<file path="config.mk">
export PLATFORM = sky130hd
export DESIGN_NAME = acc_ctrl
export DESIGN_NICKNAME = d
export VERILOG_FILES = /design/src/rtl/acc_ctrl.sv
export SDC_FILE = /design/constraint.sdc
export NUM_CORES = 1
export LEC_CHECK = 0
export ABC_AREA = 1
export BUFFER_PORTS_ARGS = -buffer_cell sky130_fd_sc_hd__buf_2
export CORE_MARGIN = 3
export CORE_UTILIZATION = 47
export CTS_CLUSTER_DIAMETER = 40
export CTS_CLUSTER_SIZE = 14
export DETAILED_ROUTE_END_ITERATION = 12
export HOLD_SLACK_MARGIN = 0.05
export PLACE_DENSITY = 0.75
export RECOVER_POWER = 100
export SETUP_SLACK_MARGIN = 0.4
export SLEW_MARGIN = 15
export SYNTH_ARGS = -nofsm -noshare
export SYNTH_HDL_FRONTEND = slang
export SYNTH_SLANG_ARGS = --single-unit
</file>
<file path="constraint.sdc">
create_clock -name clk -period 1.35 [get_ports clk]
set_clock_uncertainty 0.1 [all_clocks]
set_input_delay 0.0675 -clock clk [delete_from_list [all_inputs] [get_ports clk]]
set_output_delay 0.0675 -clock clk [all_outputs]
set_load 0.03 [all_outputs]
</file>
<file path="src/rtl/acc_ctrl.sv">
// acc_ctrl: control FSM of an 8-bit accumulator machine.
// Fetches byte instructions, decodes them and strobes the datapath.
//
// Ports:
//   clk        rising-edge clock
//   CLB        async active-low clear
//   start      leaves IDLE on the next cycle
//   imem_rdata instruction byte {opcode, operand}
//   imem_valid imem_rdata valid for the pending fetch
//   acc_zero   accumulator is zero (branch condition)
//   imem_req   fetch request (FETCH state)
//   imem_addr  fetch address (pc)
//   loadAcc    accumulator load strobe (EXEC only)
//   SelAcc     acc source: 00 ALU, 01 reg file, 10 immediate
//   imm        immediate operand (IR[3:0])
//   alu_op     000 ADD 001 SUB 010 AND 011 OR 100 XOR
//   rf_addr    register file index (IR[3:0])
//   rf_we      register file write strobe (EXEC only)
//   busy       running an instruction
//   halted     stopped by HLT until reset
//
// Build option: ACC_CTRL_BRANCH_EN adds JZ (1010) / JNZ (1011);
// without it both run as NOP and acc_zero is ignored.

module acc_ctrl #(
  parameter logic [7:0] PC_RST = 8'h00
) (
  input  logic       clk,
  input  logic       CLB,
  input  logic       start,
  input  logic [7:0] imem_rdata,
  input  logic       imem_valid,
  input  logic       acc_zero,
  output logic       imem_req,
  output logic [7:0] imem_addr,
  output logic       loadAcc,
  output logic [1:0] SelAcc,
  output logic [3:0] imm,
  output logic [2:0] alu_op,
  output logic [3:0] rf_addr,
  output logic       rf_we,
  output logic       busy,
  output logic       halted
);

  typedef enum logic [2:0] {
    S_IDLE,
    S_FETCH,
    S_DECODE,
    S_EXEC,
    S_HALT
  } state_t;

  localparam logic [3:0] OP_NOP = 4'h0;
  localparam logic [3:0] OP_LDI = 4'h1;
  localparam logic [3:0] OP_LDR = 4'h2;
  localparam logic [3:0] OP_STR = 4'h3;
  localparam logic [3:0] OP_ADD = 4'h4;
  localparam logic [3:0] OP_SUB = 4'h5;
  localparam logic [3:0] OP_AND = 4'h6;
  localparam logic [3:0] OP_OR  = 4'h7;
  localparam logic [3:0] OP_XOR = 4'h8;
  localparam logic [3:0] OP_JMP = 4'h9;
  localparam logic [3:0] OP_JZ  = 4'hA;
  localparam logic [3:0] OP_JNZ = 4'hB;
  localparam logic [3:0] OP_HLT = 4'hF;

  function automatic logic [1:0] f_sel(
    input logic [3:0] op
  );
    logic [1:0] s;
    s = 2'b00;
    case (op)
      OP_LDI:  s = 2'b10;
      OP_LDR:  s = 2'b01;
      default: s = 2'b00;
    endcase
    return s;
  endfunction

  function automatic logic [2:0] f_alu(
    input logic [3:0] op
  );
    logic [2:0] a;
    a = 3'b000;
    case (op)
      OP_ADD:  a = 3'b000;
      OP_SUB:  a = 3'b001;
      OP_AND:  a = 3'b010;
      OP_OR:   a = 3'b011;
      OP_XOR:  a = 3'b100;
      default: a = 3'b000;
    endcase
    return a;
  endfunction

  function automatic logic f_load(
    input logic [3:0] op
  );
    logic l;
    l = 1'b0;
    case (op)
      OP_LDI, OP_LDR,
      OP_ADD, OP_SUB,
      OP_AND, OP_OR,
      OP_XOR:  l = 1'b1;
      default: l = 1'b0;
    endcase
    return l;
  endfunction

  state_t     r_state;
  logic [7:0] r_pc;
  logic [7:0] r_ir;
  logic       r_req;
  logic       r_load;
  logic       r_we;
  logic [1:0] r_sel;
  logic [2:0] r_alu;
  logic       r_busy;
  logic       r_halt;

  logic [3:0] w_op;
  logic [3:0] w_opr;
  logic [3:0] w_fop;
  logic       w_jump;
  logic       w_br_take;

  assign w_op  = r_ir[7:4];
  assign w_opr = r_ir[3:0];
  assign w_fop = imem_rdata[7:4];

`ifdef ACC_CTRL_BRANCH_EN
  always_comb begin
    w_br_take = 1'b0;
    case (w_op)
      OP_JZ:   w_br_take = acc_zero;
      OP_JNZ:  w_br_take = !acc_zero;
      default: w_br_take = 1'b0;
    endcase
  end
`else
  logic w_unused_acc_zero;
  assign w_unused_acc_zero = acc_zero;
  assign w_br_take = 1'b0;
`endif

  assign w_jump = (w_op == OP_JMP) || w_br_take;

  // Strobes are registered: they are armed in DECODE so
  // they are high for exactly the EXEC cycle.
  always_ff @(posedge clk or negedge CLB) begin
    if (!CLB) begin
      r_state <= S_IDLE;
      r_pc    <= PC_RST;
      r_ir    <= 8'h00;
      r_req   <= 1'b0;
      r_load  <= 1'b0;
      r_we    <= 1'b0;
      r_sel   <= 2'b00;
      r_alu   <= 3'b000;
      r_busy  <= 1'b0;
      r_halt  <= 1'b0;
    end else begin
      unique case (r_state)
        S_IDLE: begin
          if (start) begin
            r_state <= S_FETCH;
            r_req   <= 1'b1;
            r_busy  <= 1'b1;
          end
        end
        S_FETCH: begin
          if (imem_valid) begin
            r_ir    <= imem_rdata;
            r_pc    <= r_pc + 8'h01;
            r_req   <= 1'b0;
            r_sel   <= f_sel(w_fop);
            r_alu   <= f_alu(w_fop);
            r_state <= S_DECODE;
          end
        end
        S_DECODE: begin
          r_load  <= f_load(w_op);
          r_we    <= (w_op == OP_STR);
          r_state <= S_EXEC;
        end
        S_EXEC: begin
          r_load <= 1'b0;
          r_we   <= 1'b0;
          r_sel  <= 2'b00;
          r_alu  <= 3'b000;
          if (w_jump) begin
            r_pc <= {4'h0, w_opr};
          end
          if (w_op == OP_HLT) begin
            r_state <= S_HALT;
            r_busy  <= 1'b0;
            r_halt  <= 1'b1;
          end else begin
            r_state <= S_FETCH;
            r_req   <= 1'b1;
          end
        end
        S_HALT: begin
          r_state <= S_HALT;
        end
        default: begin
          r_state <= S_IDLE;
          r_req   <= 1'b0;
          r_load  <= 1'b0;
          r_we    <= 1'b0;
          r_busy  <= 1'b0;
          r_halt  <= 1'b0;
        end
      endcase
    end
  end

  assign imem_req  = r_req;
  assign imem_addr = r_pc;
  assign loadAcc   = r_load;
  assign rf_we     = r_we;
  assign SelAcc    = r_sel;
  assign alu_op    = r_alu;
  assign imm       = w_opr;
  assign rf_addr   = w_opr;
  assign busy      = r_busy;
  assign halted    = r_halt;

endmodule

</file>
==> metrics.md <==
| Metric | Value |
|---|---|
| Status | `finished, final reports clean` |
| Clock latency at the later pin of the worst-skew pair | `340 ps` |
| Count of cell types in the netlist | `20` |
| Syn-to-layout area delta | `50.6%` |
| P per Cell Area | `2130 mW/mm^2` |
| Tmin final | `1320 ps` |
| Fin area | `0.00234 mm^2` |
| Drt pass-1 iters | `4` |
| Fin Setup TNS | `0 ps` |
| Netlist area before placement | `0.00156 mm^2` |
| WP data arrival | `1460 ps` |
| Seq/Total Area, Yosys | `46.6%` |
| Vias | `1625` |
| R2r setup slk | `30 ps` |
| Wire length per cell | `12.6 um` |
| Site Rows | `20` |
| Ant diodes | `0` |
| Post-layout util | `75.6%` |
| RR Endpoint | `imem_req$_DFFE_PN0P_` |
| Largest net degree at the start of global routing | `17` |
| Initial antenna violation count | `0` |
| Root buf cell | `clkbuf_4` |
| Fin cells | `330` |
| CORE AREA | `0.00310 mm^2` |
| Period utilization | `97.8%` |
| XOR/XNOR Fraction of Synth Area | `0%` |
| DIE HEIGHT | `63.5 um` |
| Critical path startpoint category | `register` |
| Synth Warn # | `0` |
| Max Fclk | `757 MHz` |
| Slew headroom | `44.8%` |
| CTS tree | `done` |
| Final Hold Viols | `0` |
| Actual slew at the worst max-slew pin | `828 ps` |
| GRT Resource Usage Total | `21.6%` |
| H-tree levels | `2` |
| Syn avg cell area | `7.45 um^2` |
| Drt drc | `0` |
| CP Class | `register to register` |
| Hold_sp | `imem_valid` |
| Req. time, crit path | `1490 ps` |
| Syn Nets | `223` |
| Compound-Gate Fraction of Synth Area | `10.1%` |
| Unrepaired setup endpoints after global routing | `true` |
| FF-to-FF Start | `r_state[1]$_DFFE_PN0P_` |
| CP endpoint kind | `register` |
| Placed Cells | `290` |
| Post-DRT Antenna Nets | `0` |
| Simple-gate share of the synthesized area | `30.4%` |
| VDD IR max | `0.00121 V` |
| Dpl cell area | `0.00186 mm^2` |
| Gp weighted congestion | `0.822` |
| Worst Path Max Fanout | `4` |
| Hold_ws | `8.83 ps` |
| Mux cell area share after synthesis | `0%` |
| Top Ports | `39` |
| Routed WL | `4160 um` |
| Min-Delay Endpoint | `r_state[0]$_DFFE_PN0P_` |
| Avg Vias per Cell | `4.92` |
| Worst min-delay path class | `input port to register` |
| Die width | `63.5 um` |
| Max-slew violations | `0` |
| Grt total ovfl | `0` |
| Syn Inst Count | `209` |
| Largest family of logic cells by synthesized area | `simple AND/OR/NAND/NOR gates` |
| Clk sink count | `29` |
| Fraction of layout cells with a size suffix above 1 | `35.3%` |
| WHS Path Cells | `4` |
| Worst-case clock buffer depth | `2` |
| Max-cap violations | `0` |
| Initial Util | `50.2%` |
| Die ar. | `0.00404 mm^2` |
| Reg clk slew, reported paths | `90 ps` |
| First-pass GRT wire length | `6770 um` |
| DRT iter0 DRCs | `125` |
| Leak Pwr | `1.20 nW` |
| #FFs+latches synth | `29` |
| CTS Hold Bufs | `10` |
| IO Port Bufs | `37` |
| DPL Wire Length | `2460 um` |
| Nets | `299` |
| R2r worst-path depth | `7` |
| Post-Synth Adder-Cell Area | `0.804%` |
| Number of buffers created by CTS | `5` |
| Setup-failing EPs final | `0` |
| Vias in the first global route | `1526` |
## how the worst max path moves through the flow
| stage | start | end | slack (ps) |
|---|---|---|---|
| global placement | r_state[0]$_DFFE_PN0P_ | imem_req$_DFFE_PN0P_ | 4 |
| detailed placement | r_state[0]$_DFFE_PN0P_ | imem_req$_DFFE_PN0P_ | -20 |
| global route | r_state[1]$_DFFE_PN0P_ | imem_req$_DFFE_PN0P_ | -30 |
| floorplan | imem_addr[1]$_DFFE_PN0P_ | imem_addr[2]$_DFFE_PN0P_ | 80 |
| CTS | r_state[1]$_DFFE_PN0P_ | imem_addr[1]$_DFFE_PN0P_ | 50 |
| finish | r_state[1]$_DFFE_PN0P_ | imem_req$_DFFE_PN0P_ | 30 |
## worst max-delay path: stages (launching register included)
cell,delay (ps)
dfrtp_2,470
nor2_4,150
buf_4,150
nand3_2,90
nand2_2,110
nor2_1,40
nand3_1,60
nand2_1,50
## per-layer routing
layer  vias to the layer above  track usage [%]  routed length, um  part of all wire, %
met5                         -                0                  0                    0
met4                         0             7.28                 68                  1.6
met3                         9             6.60                227                  5.5
met2                        50             36.5               2110                   51
met1                       754             26.0               1750                   42
li1                        812                -                  -                    -
## repair_timing
| item | 4_1_cts | 5_1_grt |
|---|---|---|
| endpoints found under the hold margin | 45 | 1 |
| pin swaps | 2 | 6 |
| buffers inserted | 14 | 7 |
| resized for setup | 63 | 36 |
| endpoints found under the setup margin | 55 | 55 |
| cloned | 0 | 1 |
## stage by stage
stage	power [mW]	worst slack, ps
after detailed placement	3.74	-22.5
after global placement	3.70	4.14
final	5.00	29.8
after floorplan	3.14	79.7
after global routing	5.41	-27.3
after CTS	4.91	49.9
## power breakdown
group	internal, mW	switching [mW]	leakage (nW)	total [mW]
Sequential	1.18	0.283	0.367	1.46
Combinational	1.22	1.75	0.798	2.98
Clock	0.256	0.308	0.0326	0.564
Total	2.66	2.35	1.20	5.00
## cell usage after synthesis (all sizes together)
library cell  count  share of area (%)
a21o              1               0.48
a21oi             2               0.64
buf              13                6.0
dfrtp            29                 47
ha                1               0.80
inv              25                6.0
nand2            67                 16
nand3            25                8.4
nand4             3                1.2
nor2             16                4.5
o21ai            25                8.0
o21bai            2               0.96
## registers in the layout (all words and copies together), names as in the netlist
register	count
imem_addr	8
r_ir	8
alu_op	3
r_state	3
SelAcc	2
busy	1
halted	1
imem_req	1
loadAcc	1
rf_we	1
## cell usage in the layout, fill, tap and decap left out
cell type	synthesis	final
dlygate4sd3_1	0	10
buf_12	0	3
dfrtp_1	29	21
nand3_1	24	18
clkbuf_2	0	5
o21ai_0	22	14
nor2_4	1	2
o21bai_1	2	2
nand2_4	0	5
a21o_1	1	1
dfrtp_2	0	8
nand3_4	0	3
clkbuf_8	0	1
a21oi_1	2	2
inv_2	1	3
clkbuf_1	0	18
clkbuf_4	0	5
nand2_1	66	56
nand3_2	1	4
buf_6	1	10
o21ai_1	3	7
nor2_1	14	11
inv_1	24	22
ha_4	0	1
o21ai_2	0	4
buf_2	3	11
nor2_2	1	3
buf_4	9	27
nand2_2	1	6
nand4_1	3	3
## layout make-up
type / count / area (um^2)
fill: 248 / 758
multi-input combinational: 142 / 786
tap: 44 / 55.1
timing repair buffer: 82 / 616
clock buffer: 8 / 58.8
sequential: 29 / 736
inverter: 25 / 93.8
## logic make-up after synthesis
kind of cell,after synthesis
flops,29
compound gates,30
simple gates,111
fa+ha+maj,1
buf+inv,38
(Power assumes the default switching activity.)
